$ cat config.mk
export PLATFORM = sky130hd
export DESIGN_NAME = debug_dump_sequencer
export DESIGN_NICKNAME = d
export VERILOG_FILES = /design/src/rtl/debug_pkg.sv /design/src/rtl/word_serializer.sv /design/src/rtl/debug_dump_sequencer.sv
export SDC_FILE = /design/constraint.sdc
export NUM_CORES = 1
export LEC_CHECK = 0
export BUFFER_PORTS_ARGS = -buffer_cell sky130_fd_sc_hd__buf_2
export CORE_ASPECT_RATIO = 1.25
export CORE_MARGIN = 2
export CORE_UTILIZATION = 45
export CTS_BUF_LIST = sky130_fd_sc_hd__clkbuf_8 sky130_fd_sc_hd__clkbuf_16
export CTS_CLUSTER_SIZE = 24
export DETAILED_ROUTE_END_ITERATION = 6
export PLACE_DENSITY = 0.76
export SYNTH_ARGS = -nofsm -noshare
export SYNTH_HDL_FRONTEND = slang
export SYNTH_SLANG_ARGS = --single-unit
$ cat constraint.sdc
create_clock -name i_clock -period 1.95 [get_ports i_clock]
set_input_delay 0.195 -clock i_clock [delete_from_list [all_inputs] [get_ports i_clock]]
set_output_delay 0.195 -clock i_clock [all_outputs]
set_load 0.02 [all_outputs]
$ cat src/rtl/debug_pkg.sv
// Shared types and constants for the debug dump sequencer.
package debug_pkg;

   localparam int unsigned NUM_RB_WORDS   = 32;
   localparam int unsigned BYTES_PER_WORD = 4;

   typedef enum logic [2:0] {
      ST_IDLE,
      ST_LOAD,
      ST_CAPTURE,
      ST_SEND,
      ST_WAIT_TX,
      ST_DONE
   } dump_state_t;

   typedef enum logic [1:0] {
      PH_PC,
      PH_RB,
      PH_DM
   } dump_phase_t;

endpackage

$ cat src/rtl/word_serializer.sv
// Holds one word and presents its bytes LSB-first, one per next strobe.
module word_serializer
   import debug_pkg::*;
#(
   parameter int unsigned BYTE   = 8,
   parameter int unsigned NBYTES = BYTES_PER_WORD
)(
   input  logic                   i_clock,
   input  logic                   i_reset,
   input  logic                   i_load,
   input  logic                   i_next,
   input  logic [BYTE*NBYTES-1:0] i_data,
   output logic [BYTE-1:0]        o_byte,
   output logic                   o_last
);

   localparam int unsigned DWORD = BYTE * NBYTES;
   localparam int unsigned IDX_W = (NBYTES > 1) ? $clog2(NBYTES) : 1;

   logic [DWORD-1:0] shift_q;
   logic [IDX_W-1:0] idx_q;

   // Load takes priority; each next strobe exposes the following byte.
   always_ff @(posedge i_clock) begin
      if (!i_reset) begin
         shift_q <= '0;
         idx_q   <= '0;
         o_byte  <= '0;
         o_last  <= 1'b0;
      end else if (i_load) begin
         o_byte  <= i_data[BYTE-1:0];
         shift_q <= i_data >> BYTE;
         idx_q   <= '0;
         o_last  <= (NBYTES == 1);
      end else if (i_next) begin
         o_byte  <= shift_q[BYTE-1:0];
         shift_q <= shift_q >> BYTE;
         idx_q   <= idx_q + IDX_W'(1);
         o_last  <= ((idx_q + IDX_W'(1)) == IDX_W'(NBYTES - 1));
      end
   end

endmodule

$ cat src/rtl/debug_dump_sequencer.sv
// Streams PC, register bank and data memory to the debug UART, 4 bytes/word.
// Optional DUMP_CHECKSUM_EN appends one XOR checksum byte to the frame.
module debug_dump_sequencer
   import debug_pkg::*;
#(
   parameter int unsigned BYTE     = 8,
   parameter int unsigned DWORD    = 32,
   parameter int unsigned RB_ADDR  = 5,
   parameter int unsigned ADDR     = 7,
   parameter int unsigned DM_WORDS = 32
)(
   input  logic               i_clock,
   input  logic               i_reset,
   input  logic               i_start,
   input  logic [DWORD-1:0]   i_pc_value,
   input  logic [DWORD-1:0]   i_rb_data,
   input  logic [DWORD-1:0]   i_dm_data,
   input  logic               i_tx_done,
   output logic [RB_ADDR-1:0] o_rb_addr,
   output logic               o_rb_enable,
   output logic               o_rb_read_enable,
   output logic [ADDR-1:0]    o_dm_addr,
   output logic               o_dm_enable,
   output logic               o_dm_read_enable,
   output logic [BYTE-1:0]    o_tx_data,
   output logic               o_tx_start,
   output logic               o_busy,
   output logic               o_done
);

   localparam int unsigned TOTAL_WORDS = 1 + NUM_RB_WORDS + DM_WORDS;
   localparam int unsigned WCNT_W      = $clog2(TOTAL_WORDS);
   localparam int unsigned NBYTES      = DWORD / BYTE;

   dump_state_t       state;
   dump_phase_t       phase;
   logic [WCNT_W-1:0] wcnt;
   logic              ser_load_c;
   logic              ser_next_c;
   logic [DWORD-1:0]  ser_data_c;
   logic              ser_last;
   logic              last_word_c;
`ifdef DUMP_CHECKSUM_EN
   logic [BYTE-1:0]   csum;
   logic              csum_sent;
`endif

   word_serializer #(
      .BYTE   (BYTE),
      .NBYTES (NBYTES)
   ) u_serializer (
      .i_clock (i_clock),
      .i_reset (i_reset),
      .i_load  (ser_load_c),
      .i_next  (ser_next_c),
      .i_data  (ser_data_c),
      .o_byte  (o_tx_data),
      .o_last  (ser_last)
   );

   // Serializer strobes line up with the FSM edges that enter SEND.
   always_comb begin
      ser_load_c  = 1'b0;
      ser_next_c  = 1'b0;
      ser_data_c  = i_pc_value;
      last_word_c = (wcnt == WCNT_W'(TOTAL_WORDS - 1));
      case (state)
         ST_LOAD: begin
            if (phase == PH_PC) ser_load_c = 1'b1;
         end
         ST_CAPTURE: begin
            ser_load_c = 1'b1;
            ser_data_c = (phase == PH_RB) ? i_rb_data : i_dm_data;
         end
         ST_WAIT_TX: begin
            ser_next_c = i_tx_done && !ser_last;
`ifdef DUMP_CHECKSUM_EN
            if (csum_sent) begin
               ser_next_c = 1'b0;
            end else if (i_tx_done && ser_last && last_word_c) begin
               ser_load_c = 1'b1;
               ser_data_c = DWORD'(csum);
            end
`endif
         end
         default: ;
      endcase
   end

   // Dump sequencing FSM with registered port controls.
   always_ff @(posedge i_clock) begin
      if (!i_reset) begin
         state            <= ST_IDLE;
         phase            <= PH_PC;
         wcnt             <= '0;
         o_rb_addr        <= '0;
         o_rb_enable      <= 1'b0;
         o_rb_read_enable <= 1'b0;
         o_dm_addr        <= '0;
         o_dm_enable      <= 1'b0;
         o_dm_read_enable <= 1'b0;
         o_tx_start       <= 1'b0;
         o_busy           <= 1'b0;
         o_done           <= 1'b0;
`ifdef DUMP_CHECKSUM_EN
         csum             <= '0;
         csum_sent        <= 1'b0;
`endif
      end else begin
         case (state)
            ST_IDLE: begin
               if (i_start) begin
                  state  <= ST_LOAD;
                  phase  <= PH_PC;
                  wcnt   <= '0;
                  o_busy <= 1'b1;
`ifdef DUMP_CHECKSUM_EN
                  csum      <= '0;
                  csum_sent <= 1'b0;
`endif
               end
            end
            ST_LOAD: begin
               if (phase == PH_PC) begin
                  state      <= ST_SEND;
                  o_tx_start <= 1'b1;
               end else begin
                  state <= ST_CAPTURE;
               end
            end
            ST_CAPTURE: begin
               state            <= ST_SEND;
               o_tx_start       <= 1'b1;
               o_rb_enable      <= 1'b0;
               o_rb_read_enable <= 1'b0;
               o_dm_enable      <= 1'b0;
               o_dm_read_enable <= 1'b0;
            end
            ST_SEND: begin
               state      <= ST_WAIT_TX;
               o_tx_start <= 1'b0;
`ifdef DUMP_CHECKSUM_EN
               csum       <= csum ^ o_tx_data;
`endif
            end
            ST_WAIT_TX: begin
               if (i_tx_done) begin
`ifdef DUMP_CHECKSUM_EN
                  if (csum_sent) begin
                     state  <= ST_DONE;
                     o_done <= 1'b1;
                  end else
`endif
                  if (!ser_last) begin
                     state      <= ST_SEND;
                     o_tx_start <= 1'b1;
                  end else if (!last_word_c) begin
                     state <= ST_LOAD;
                     wcnt  <= wcnt + WCNT_W'(1);
                     case (phase)
                        PH_PC: begin
                           phase            <= PH_RB;
                           o_rb_addr        <= '0;
                           o_rb_enable      <= 1'b1;
                           o_rb_read_enable <= 1'b1;
                        end
                        PH_RB: begin
                           if (o_rb_addr == RB_ADDR'(NUM_RB_WORDS - 1)) begin
                              phase            <= PH_DM;
                              o_dm_addr        <= '0;
                              o_dm_enable      <= 1'b1;
                              o_dm_read_enable <= 1'b1;
                           end else begin
                              o_rb_addr        <= o_rb_addr + RB_ADDR'(1);
                              o_rb_enable      <= 1'b1;
                              o_rb_read_enable <= 1'b1;
                           end
                        end
                        default: begin
                           o_dm_addr        <= o_dm_addr + ADDR'(1);
                           o_dm_enable      <= 1'b1;
                           o_dm_read_enable <= 1'b1;
                        end
                     endcase
                  end else begin
`ifdef DUMP_CHECKSUM_EN
                     state      <= ST_SEND;
                     o_tx_start <= 1'b1;
                     csum_sent  <= 1'b1;
`else
                     state  <= ST_DONE;
                     o_done <= 1'b1;
`endif
                  end
               end
            end
            ST_DONE: begin
               state  <= ST_IDLE;
               o_done <= 1'b0;
               o_busy <= 1'b0;
            end
            default: state <= ST_IDLE;
         endcase
      end
   end

endmodule

==> results.md, run 1 <==
| Quantity | Value | Unit |
|---|---|---|
| Worst Reg2Reg Path Length in Cells | 7 | - |
| Clock root buffer master | sky130_fd_sc_hd__clkbuf_8 | - |
| Maximum Capacitance Violations | 0 | - |
| Slew Limit Headroom | 67.79 | % |
| Clock buffers created by TritonCTS | 9 | - |
| Worst EP arrival | 2.15 | ns |
| Aggregate routed wire length | 10440 | um |
| Synth Flop Type | sky130_fd_sc_hd__dfxtp_1 | - |
| Total instance count after detailed placement | 679 | - |
| Diodes inserted | 0 | - |
| Worst-path clk slew | 0.07 | ns |
| Worst min-delay path endpoint | u_serializer.shift_q[5]$_SDFFE_PN0P_ | - |
| Detailed-route wire length per cell | 15.02 | um |
| R2R Setup Slk | 0.07 | ns |
| Status | finished, final reports clean | - |
| Setup Viol. Count Final | 0 | - |
| Iteration-0 DRC count of the detailed router | 170 | - |
| Clk sinks | 64 | - |
| Remaining global-route overflow | 0 | - |
| Yosys Warn Count | 0 | - |
| Actual transition at the worst max-transition pin | 0.4831 | ns |
| Mapped Nets | 570 | - |
| Gate count of the mapped netlist | 464 | - |
| Setup repair after global routing missed its margin | false | - |
| Area of all placed cells without fillers | 4661 | sq um |
| Aggregate global-route resource usage | 24.45 | % |
| Synthesized area | 3543 | sq um |
| Setup crit start kind | flop | - |
| Area of all sequential standard cells | 1282 | sq um |
| Number of design rule violations left after detail routing | 0 | - |
| CTS Buffer Depth | 2 | - |
| Final clock period utilization by the worst path | 96.54 | % |
| Endpoint kind of the worst setup timing path | flop | - |
| Share of the synthesized area in compound gates (AO/OA/AOI/OAI) | 25.99 | % |
| Utilization after layout | 60.51 | % |
| Hold Fails Final Rpt | 0 | - |
| Min-Delay Path Class | input pin to flop | - |
| Number of placement rows | 36 | - |
| Post-Synth Simple-Gate Area | 28.35 | % |
| Number of optimization iterations in the first detailed-route pass | 5 | - |
| Most frequent cells in the layout | 126 x sky130_fd_sc_hd__buf_2, 87 x sky130_fd_sc_hd__nand2_1, 63 x sky130_fd_sc_hd__dfxtp_1 | - |
| Syn Area/Cell | 7.637 | sq um |
| Layout fillers | 713 | - |
| Number of antenna violations at the first check in global routing | 0 | - |
| Vias in the first global route | 3745 | - |
| Worst vdd rail ir drop | 0.4321 | mV |
| # port buffers | 126 | - |
| Floorplan die area | 8605 | sq um |
| Post-DRT Antenna Nets | 0 | - |
| Critical R2R Capture | o_rb_addr[0]$_SDFFE_PN0P_ | - |
| First-pass GRT wire length | 17060 | um |
| Cell Count, Final, Fillers Out | 695 | - |
| Post-Synth XOR/XNOR Area | 0.2472 | % |
| Setup CP Type | flop to flop | - |
| P&R area growth vs syn | 31.53 | % |
| Width of the chip | 83.37 | um |
| FF+latch count, synth | 64 | - |
| Fin worst setup slack | 0.06753 | ns |
| Worst Skew | 0.004532 | ns |
| Maximum fanout along the worst path | 4 | - |
| Setup Total Neg Slack | 0 | ns |
| Number of enable-type register cells in the synthesized netlist | 0 | - |
| Fmax achieved | 531.2 | MHz |
| Initial standard-cell utilization of the core | 46.00 | % |
| Routed vias | 4029 | - |
| Clock H-tree levels | 3 | - |
| Worst slack at placement | 0.02094 | ns |
| Number of nets in the final layout | 702 | - |
| Combinational family with the most area after synthesis | simple AND/OR/NAND/NOR gates | - |
| Power per unit of standard cell area | 718.4 | nW/um^2 |
| FFs w/ async S/R, synth | 0 | % |
| Total count of max-transition violations in the final report | 0 | - |
| Top-level I/O count | 127 | - |
| Placement Cell Area | 4420 | sq um |
| Clock period minus worst slack | 1.882 | ns |
| Hold_sp | i_pc_value[13] | - |
| Hold path cells | 3 | - |
| Share of cell area taken by muxes after synthesis | 1.695 | % |
| Pleak | 2.084 | nW |
| Most common library cell in the layout ignoring fill and taps | sky130_fd_sc_hd__buf_2 | - |
| Synth cell types | 50 | - |
| Pin count of the biggest net entering global routing | 36 | - |
| Vias per Instance | 5.797 | - |
| Core region area | 7702 | sq um |
| Clock tree from TritonCTS | yes | - |
| Adder-Cell Fraction of Synth Area | 2.119 | % |
| Required arrival time at the worst endpoint | 2.21 | ns |
| Combined area of the multi-input logic cells | 2106 | sq um |
| Vertical die dimension | 103.2 | um |
| Share of post-route cells with drive strength above 1 | 35.00 | % |
| Reg-to-Reg Start | wcnt[0]$_SDFFE_PN0P_ | - |
| Hold-fix buffers at CTS | 0 | - |
| Half-perimeter wire length after placement | 7808 | um |
| Post-synthesis sequential area ratio | 36.16 | % |
| Final weighted congestion in routability-driven placement | 0.9042 | - |
| Insertion delay to the later sink of the worst-skew pair | 0.34 | ns |
where the power goes:
group          internal [W]  switching [W]
Clock              0.000684       0.000491
Sequential          0.00142      0.0000573
Combinational      0.000321       0.000378
critical path, cell delays in order, from the launching register on:
cell	delay, ns
sky130_fd_sc_hd__dfxtp_1	0.33
sky130_fd_sc_hd__inv_1	0.05
sky130_fd_sc_hd__ha_1	0.18
sky130_fd_sc_hd__nor4b_2	0.15
sky130_fd_sc_hd__buf_4	0.15
sky130_fd_sc_hd__a311o_1	0.30
sky130_fd_sc_hd__or4_4	0.50
sky130_fd_sc_hd__a21oi_2	0.14
how the worst max path moves through the flow:
stage / end / startpoint / cells past startpoint
6_report: o_rb_addr[0]$_SDFFE_PN0P_ / wcnt[0]$_SDFFE_PN0P_ / 7
5_1_grt: o_rb_addr[0]$_SDFFE_PN0P_ / wcnt[0]$_SDFFE_PN0P_ / 7
4_1_cts: o_dm_addr[5]$_SDFFE_PN0P_ / wcnt[0]$_SDFFE_PN0P_ / 8
3_5_place_dp: o_rb_addr[0]$_SDFFE_PN0P_ / wcnt[0]$_SDFFE_PN0P_ / 7
3_3_place_gp: o_dm_addr[5]$_SDFFE_PN0P_ / wcnt[0]$_SDFFE_PN0P_ / 8
2_1_floorplan: o_rb_addr[0]$_SDFFE_PN0P_ / o_rb_addr[0]$_SDFFE_PN0P_ / 7
stage by stage:
stage	total power (W)	hold WS, ns
3_3_place_gp	0.002176	0.4598
3_5_place_dp	0.002197	0.4731
4_1_cts	0.003367	0.1703
5_1_grt	0.003499	0.1874
2_1_floorplan	0.001925	0.4092
6_report	0.003348	0.1840
Yosys cell counts, types with 2 or more instances:
cell type                   count  area [sq um]
sky130_fd_sc_hd__ha_1           6         75.07
sky130_fd_sc_hd__a31oi_1       12         75.07
sky130_fd_sc_hd__a311oi_1       3         26.28
sky130_fd_sc_hd__o22ai_1        3         18.77
sky130_fd_sc_hd__nor2b_1        2         12.51
sky130_fd_sc_hd__nor2_1        53         198.9
sky130_fd_sc_hd__a31o_2        19         166.4
sky130_fd_sc_hd__a21oi_1       18         90.09
sky130_fd_sc_hd__a41oi_1        2         17.52
sky130_fd_sc_hd__a21o_1         2         15.01
sky130_fd_sc_hd__inv_1          5         18.77
sky130_fd_sc_hd__buf_2          7         35.03
sky130_fd_sc_hd__o211ai_1       4         30.03
sky130_fd_sc_hd__o21a_1         5         37.54
sky130_fd_sc_hd__o311a_1        4         40.04
sky130_fd_sc_hd__buf_1          3         11.26
sky130_fd_sc_hd__and3_1        15         93.84
sky130_fd_sc_hd__clkbuf_1      29         108.9
sky130_fd_sc_hd__nand4bb_1      2         22.52
sky130_fd_sc_hd__nand2_1       87         326.6
sky130_fd_sc_hd__o32ai_1       13         113.9
sky130_fd_sc_hd__a311o_1        7         70.07
sky130_fd_sc_hd__o21ai_0       13         65.06
sky130_fd_sc_hd__o221ai_1      11         96.34
sky130_fd_sc_hd__nand4_1       14         87.58
sky130_fd_sc_hd__nand3_1       15         75.07
sky130_fd_sc_hd__mux2i_1        6         60.06
sky130_fd_sc_hd__nor3_1        11         55.05
sky130_fd_sc_hd__and2_1         2         12.51
sky130_fd_sc_hd__nand2b_1       6         37.54
sky130_fd_sc_hd__dfxtp_1       64          1281
sky130_fd_sc_hd__nor3b_1        2         15.01
sky130_fd_sc_hd__buf_4          2         15.01
timing repair:
item                                    4_1_cts  5_1_grt
endpoints found under the setup margin        0       14
gates resized for setup                       0        9
setup buffers                                 0        1
endpoints found under the hold margin         0        0
cells by family after synthesis:
group / Yosys count
AND/OR/NAND/NOR: 217
AO/OA/AOI/OAI: 123
flip-flops: 64
buffers and inverters: 47
multiplexers: 6
adder cells (fa/ha/maj): 6
XOR/XNOR: 1
area by class of cell:
class	instances	area share, %
tap	95	2.550
sequential	64	27.52
clock buffer	12	3.544
clock inverter	3	0.8591
inverter	6	0.4832
timing repair buffer	162	19.87
multi-input combinational	353	45.18
metal layers:
| metal | GRT usage, % | vias to the layer above | part of all wire (%) |
|---|---|---|---|
| met5 | 0 | - | 0 |
| met4 | 11.98 | 0 | 2.8 |
| met3 | 4.286 | 25 | 5.8 |
| met2 | 44.60 | 151 | 52 |
| met1 | 27.94 | 1889 | 40 |
| li1 | - | 1964 | - |
sequential cells by signal (all words and copies together) (netlist names), 2 cells and up:
signal	flops
state	3
phase	2
u_serializer.idx_q	2
o_rb_addr	5
o_dm_addr	7
u_serializer.o_byte	8
wcnt	7
u_serializer.shift_q	24
(Power assumes the default switching activity.)
==> inputs of run 2 (changes only) <==
PLACE_DENSITY = not set   (was 0.76)
PLACE_DENSITY_LB_ADDON = 0.2   (was not set)
RECOVER_POWER = 25   (was not set)
==> results.md, run 2 (synthesis gave the netlist of run 1 again) <==
| Quantity | Value | Unit |
|---|---|---|
| Core region area | 7702 | sq um |
| Clock Power Share | 34.4 | % |
| Initial standard-cell utilization of the core | 46.00 | % |
| Largest registers in the final layout | u_serializer.shift_q (24), u_serializer.o_byte (8) | - |
| Hold Fails Final Rpt | 0 | - |
| Fin worst setup slack | 0.07083 | ns |
| Worst vdd rail ir drop | 0.5288 | mV |
| Iteration-0 DRC count of the detailed router | 187 | - |
| Relative contribution of combinational cells to total power | 20.8 | % |
| Crit path max-delay family | compound AO/OA/AOI/OAI gates | - |
| Setup CP Type | flop to flop | - |
| Diodes inserted | 0 | - |
| Worst EP arrival | 2.15 | ns |
| Half-perimeter wire length after placement | 7250 | um |
| Aggregate routed wire length | 9915 | um |
| Series of cell instances along the critical path | ha_1, and3_1, ha_1, a21oi_1, buf_4, nand4_1, a21oi_1 | - |
| CP Buf/Inv Count | 1 | - |
| Cell Count, Final, Fillers Out | 690 | - |
| Maximum fanout along the worst path | 5 | - |
| Min-Delay Path Class | input pin to flop | - |
| Worst slack at placement | 0.1035 | ns |
| Detailed-route wire length per cell | 14.37 | um |
| Actual transition at the worst max-transition pin | 0.4855 | ns |
| Required arrival time at the worst endpoint | 2.22 | ns |
| CTS Buffer Depth | 2 | - |
| Clock buffers created by TritonCTS | 9 | - |
| # port buffers | 126 | - |
| Final clock period utilization by the worst path | 96.37 | % |
| Vias per Instance | 5.709 | - |
| Width of the chip | 83.37 | um |
| P&R area growth vs syn | 29.13 | % |
| Floorplan die area | 8605 | sq um |
| Total instance count after detailed placement | 674 | - |
| Register with the highest flop count | u_serializer.shift_q | - |
| Worst Reg2Reg Path Length in Cells | 7 | - |
| Flop pwr share | 44.7 | % |
| Pin count of the biggest net entering global routing | 58 | - |
| Endpoint kind of the worst setup timing path | flop | - |
| Vias in the first global route | 3642 | - |
| Largest stage delay on the critical path | 0.40 | ns |
| Sw Share | 27.75 | % |
| Number of nets in the final layout | 696 | - |
| Layout fillers | 748 | - |
| Critical R2R Capture | o_rb_addr[4]$_SDFFE_PN0P_ | - |
| Vertical die dimension | 103.2 | um |
| Aggregate global-route resource usage | 23.59 | % |
| Logic depth of the worst path, buffers included | 7 | - |
| Clk sinks | 64 | - |
| Start point of the critical path | o_rb_addr[0]$_SDFFE_PN0P_ | - |
| Number of antenna violations at the first check in global routing | 0 | - |
| Most frequent cells in the layout | 106 x sky130_fd_sc_hd__buf_2, 87 x sky130_fd_sc_hd__nand2_1, 64 x sky130_fd_sc_hd__dfxtp_1 | - |
| Slew Limit Headroom | 67.63 | % |
| Status | finished, final reports clean | - |
| Reg-to-Reg Start | o_rb_addr[0]$_SDFFE_PN0P_ | - |
| R2R Setup Slk | 0.07 | ns |
| Fmax achieved | 532.2 | MHz |
| Worst Skew | 0.01196 | ns |
| Number of design rule violations left after detail routing | 0 | - |
| Setup crit start kind | flop | - |
| Post-DRT Antenna Nets | 0 | - |
| First-pass GRT wire length | 16520 | um |
| P_sw | 0.0009132 | W |
| Crit path max-delay cell type | sky130_fd_sc_hd__a21oi_1 | - |
| Clock H-tree levels | 3 | - |
| Total count of max-transition violations in the final report | 0 | - |
| Maximum Capacitance Violations | 0 | - |
| Remaining global-route overflow | 0 | - |
| Worst setup path endpoint | o_rb_addr[4]$_SDFFE_PN0P_ | - |
| Cell-internal power | 0.002377 | W |
| Number of flip-flops under the largest register name | 24 | - |
| Clock root buffer master | sky130_fd_sc_hd__clkbuf_8 | - |
| Setup Viol. Count Final | 0 | - |
| Pleak | 1.969 | nW |
| Share of post-route cells with drive strength above 1 | 29.75 | % |
| Setup repair after global routing missed its margin | true | - |
| Top-level I/O count | 127 | - |
| Insertion delay to the later sink of the worst-skew pair | 0.33 | ns |
| Worst-path clk slew | 0.07 | ns |
| Power per unit of standard cell area | 719.2 | nW/um^2 |
| Final weighted congestion in routability-driven placement | 0.8194 | - |
| Number of placement rows | 36 | - |
| Clock tree from TritonCTS | yes | - |
| Most common library cell in the layout ignoring fill and taps | sky130_fd_sc_hd__buf_2 | - |
| Number of optimization iterations in the first detailed-route pass | 5 | - |
| Routed vias | 3939 | - |
| Clock period minus worst slack | 1.879 | ns |
==> run 2: cell types whose count changed in the layout (fill, tap and decap cells not counted), sizes merged <==
cell	change
buf	-26
clkbuf	+19
inv	+2
==> run 2: area by class of cell <==
cell class	count	area, sq um	area share (%)
Timing Repair Buffer	156	868.3	18.98
Sequential cell	64	1281	28.00
Clock buffer	11	151.4	3.309
Tap cell	95	118.9	2.598
Clock inverter	5	47.55	1.039
Multi-Input combinational cell	353	2086	45.58
Inverter	6	22.52	0.4922
==> run 2: worst min path at each step <==
| stage | start | to | slack, ns | depth (start not counted) |
|---|---|---|---|---|
| floorplan | i_pc_value[1] | u_serializer.o_byte[1]$_SDFFE_PN0P_ | 0.41 | 2 |
| global placement | u_serializer.shift_q[16]$_SDFFE_PN0P_ | u_serializer.shift_q[16]$_SDFFE_PN0P_ | 0.46 | 2 |
| detailed placement | u_serializer.shift_q[21]$_SDFFE_PN0P_ | u_serializer.shift_q[21]$_SDFFE_PN0P_ | 0.47 | 2 |
| CTS | i_reset | o_rb_read_enable$_SDFFE_PN0P_ | 0.13 | 2 |
| global route | i_reset | o_rb_read_enable$_SDFFE_PN0P_ | 0.14 | 2 |
| finish | i_reset | o_rb_read_enable$_SDFFE_PN0P_ | 0.14 | 2 |
==> run 2: metal layers <==
metal  vias up  global-route usage [%]  share of wire, %
met5         -                       0                 0
met4         0                   9.206               2.2
met3        15                   5.476               7.2
met2       138                   42.12                49
met1      1823                   27.80                42
li1       1963                       -                 -
==> run 2: metrics by stage <==
step	hold slack (ns)	setup TNS (ns)	area, sq um	power (W)	util [%]
floorplan	0.4092	0	3543	0.001925	-
global placement	0.4599	0	4395	0.002181	57.07
detailed placement	0.4741	0	4395	0.002191	57.07
CTS	0.1293	0	4594	0.003313	59.65
global route	0.1371	-0.09104	4576	0.003464	59.41
finish	0.1448	0	4576	0.003291	59.41
==> run 2: what timing repair did <==
item,CTS,global route
setup endpoints to repair,0,7
gates resized for setup,0,1
hold buffers,0,0
setup buffers,0,0
==> run 2: power groups by stage <==
stage | Sequential (W) | Combinational (W) | Clock [W]
finish | 0.00147 | 0.000686 | 0.00113
global placement | 0.00150 | 0.000686 | 0
floorplan | 0.00153 | 0.000399 | 0
global route | 0.00148 | 0.000770 | 0.00121
CTS | 0.00147 | 0.000697 | 0.00115
detailed placement | 0.00150 | 0.000694 | 0
==> run 2: worst register-to-register path, delay by kind of cell, from the launching register on <==
family	cells	cell delay, ns
compound gates	2	0.54
simple gates	2	0.28
flops	1	0.35
buf+inv	1	0.19
fa+ha+maj	2	0.45
==> inputs of run 3 (changes only) <==
CELL_PAD_IN_SITES_DETAIL_PLACEMENT = 0   (was not set)
CELL_PAD_IN_SITES_GLOBAL_PLACEMENT = 1   (was not set)
CORE_UTILIZATION = 32   (was 45)
==> results.md, run 3 (synthesis gave the netlist of run 1 again) <==
| Quantity | Value | Unit |
|---|---|---|
| Initial standard-cell utilization of the core | 33.22 | % |
| Power per unit of standard cell area | 774.8 | nW/um^2 |
| Setup Total Neg Slack | 0 | ns |
| Largest registers in the final layout | u_serializer.shift_q (24), u_serializer.o_byte (8) | - |
| Final clock period utilization by the worst path | 94.90 | % |
| Flop pwr share | 40.2 | % |
| Insertion delay to the later sink of the worst-skew pair | 0.33 | ns |
| Sw Share | 27.69 | % |
| # port buffers | 126 | - |
| Clock period minus worst slack | 1.850 | ns |
| Routed vias | 3927 | - |
| Pleak | 1.999 | nW |
| Fmax achieved | 540.4 | MHz |
| Vertical die dimension | 121.7 | um |
| Setup repair after global routing missed its margin | true | - |
| Register with the highest flop count | u_serializer.shift_q | - |
| Pin count of the biggest net entering global routing | 58 | - |
| Setup CP Type | flop to flop | - |
| Post-CTS Setup Bufs | 0 | - |
| Number of placement rows | 42 | - |
| Iteration-0 DRC count of the detailed router | 147 | - |
| Setup crit start kind | flop | - |
| Worst-path clk slew | 0.05 | ns |
| Vias in the first global route | 3743 | - |
| Required arrival time at the worst endpoint | 2.21 | ns |
| Half-perimeter wire length after placement | 8168 | um |
| Worst EP arrival | 2.11 | ns |
| Number of optimization iterations in the first detailed-route pass | 4 | - |
| First-pass GRT wire length | 18410 | um |
| Width of the chip | 98.12 | um |
| Clock Power Share | 40.8 | % |
| Maximum fanout along the worst path | 4 | - |
| Floorplan die area | 11940 | sq um |
| Remaining global-route overflow | 0 | - |
| Vias per Instance | 5.387 | - |
| Status | finished, final reports clean | - |
| Number of nets in the final layout | 698 | - |
| CTS Buffer Depth | 2 | - |
| Clock buffers created by TritonCTS | 9 | - |
| Number of antenna violations at the first check in global routing | 1 | - |
| Hold-fix buffers at CTS | 0 | - |
| Number of flip-flops under the largest register name | 24 | - |
| Aggregate routed wire length | 11200 | um |
| Core region area | 10670 | sq um |
| Top-level I/O count | 127 | - |
| Clock tree from TritonCTS | yes | - |
| Hold Fails Final Rpt | 0 | - |
| Min Hold Slack | 0.1867 | ns |
| Worst Reg2Reg Path Length in Cells | 6 | - |
| Clk sinks | 64 | - |
| Clock root buffer master | sky130_fd_sc_hd__clkbuf_16 | - |
| Maximum Capacitance Violations | 0 | - |
| P_sw | 0.001012 | W |
| Endpoint kind of the worst setup timing path | flop | - |
| Most common library cell in the layout ignoring fill and taps | sky130_fd_sc_hd__buf_2 | - |
| Min-Delay Path Class | input pin to flop | - |
| Slew Limit Headroom | 67.21 | % |
| Aggregate global-route resource usage | 19.04 | % |
| P&R area growth vs syn | 33.09 | % |
| Worst vdd rail ir drop | 0.2987 | mV |
| Total count of max-transition violations in the final report | 0 | - |
| Number of design rule violations left after detail routing | 0 | - |
| Cell-internal power | 0.002642 | W |
| Share of post-route cells with drive strength above 1 | 30.54 | % |
| Detailed-route wire length per cell | 15.36 | um |
| Hold path cells | 3 | - |
| Setup Viol. Count Final | 0 | - |
| Clock H-tree levels | 3 | - |
| Actual transition at the worst max-transition pin | 0.4919 | ns |
| Relative contribution of combinational cells to total power | 19.0 | % |
| Post-DRT Antenna Nets | 0 | - |
| Most frequent cells in the layout | 106 x sky130_fd_sc_hd__buf_2, 87 x sky130_fd_sc_hd__nand2_1, 64 x sky130_fd_sc_hd__dfxtp_1 | - |
| Worst Skew | 0.005816 | ns |
| Final weighted congestion in routability-driven placement | 0.8085 | - |
## run 3: cell count changes in the layout (fill, tap and decap cells not counted), sizes merged
cell,previous run,this run
inv,7,6
clkinvlp,0,1
diode,0,1
bufinv,1,0
buf,136,138
## run 3: stage by stage
stage / setup slack, ns / total power (W) / cells / util (%) / area, sq um
after floorplan: 0.03502 / 0.001925 / 464 / - / 3543
after global placement: 0.1206 / 0.002198 / 713 / 41.71 / 4449
after detailed placement: 0.05300 / 0.002205 / 713 / 41.71 / 4449
after CTS: 0.04498 / 0.003691 / 728 / 44.28 / 4723
after global routing: -0.01581 / 0.003823 / 729 / 44.21 / 4716
final: 0.09951 / 0.003654 / 729 / 44.21 / 4716
## run 3: area by class of cell
cell class,count,area [sq um]
fill,1135,5952
multi-input combinational,353,2100
sequential,64,1281
timing repair buffer,158,870.8
clock buffer,11,252.7
tap,132,165.2
inverter,6,22.52
clock inverter,4,21.27
antenna,1,2.502
## run 3: final timing paths
path,startpoint,endpoint,slack [ns]
hold reg to reg,u_serializer.shift_q[23]$_SDFFE_PN0P_,u_serializer.shift_q[23]$_SDFFE_PN0P_,0.48
hold / removal,i_pc_value[14],u_serializer.shift_q[6]$_SDFFE_PN0P_,0.19
setup reg to reg,wcnt[1]$_SDFFE_PN0P_,o_rb_addr[0]$_SDFFE_PN0P_,0.1
setup / recovery,wcnt[1]$_SDFFE_PN0P_,o_rb_addr[0]$_SDFFE_PN0P_,0.1
## run 3: timing repair
action                     in CTS  in global routing
hold endpoints to repair        0                  0
setup endpoints to repair       0                  7
gates resized for setup         0                  5
## run 3: worst max-delay path, stage by stage (launching register included)
cell,delay (ns)
sky130_fd_sc_hd__dfxtp_1,0.36
sky130_fd_sc_hd__inv_1,0.06
sky130_fd_sc_hd__ha_1,0.17
sky130_fd_sc_hd__nor4b_2,0.16
sky130_fd_sc_hd__a311o_1,0.41
sky130_fd_sc_hd__or4_1,0.48
sky130_fd_sc_hd__a21oi_1,0.14
## run 3: layer usage
metal / GRT usage, % / vias to the layer above / wire length, um
met2: 32.02 / 96 / 5497
li1: - / 1962 / -
met1: 24.49 / 1854 / 5013
met3: 3.213 / 15 / 510
met4: 7.205 / 0 / 178
met5: 0 / - / 0
## run 3: power by group through the flow
stage | clock (W) | sequential (W) | combinational [W]
2_1_floorplan | 0 | 0.00153 | 0.000399
3_3_place_gp | 0 | 0.00150 | 0.000701
3_5_place_dp | 0 | 0.00150 | 0.000708
4_1_cts | 0.00151 | 0.00147 | 0.000712
5_1_grt | 0.00157 | 0.00148 | 0.000775
6_report | 0.00149 | 0.00147 | 0.000693
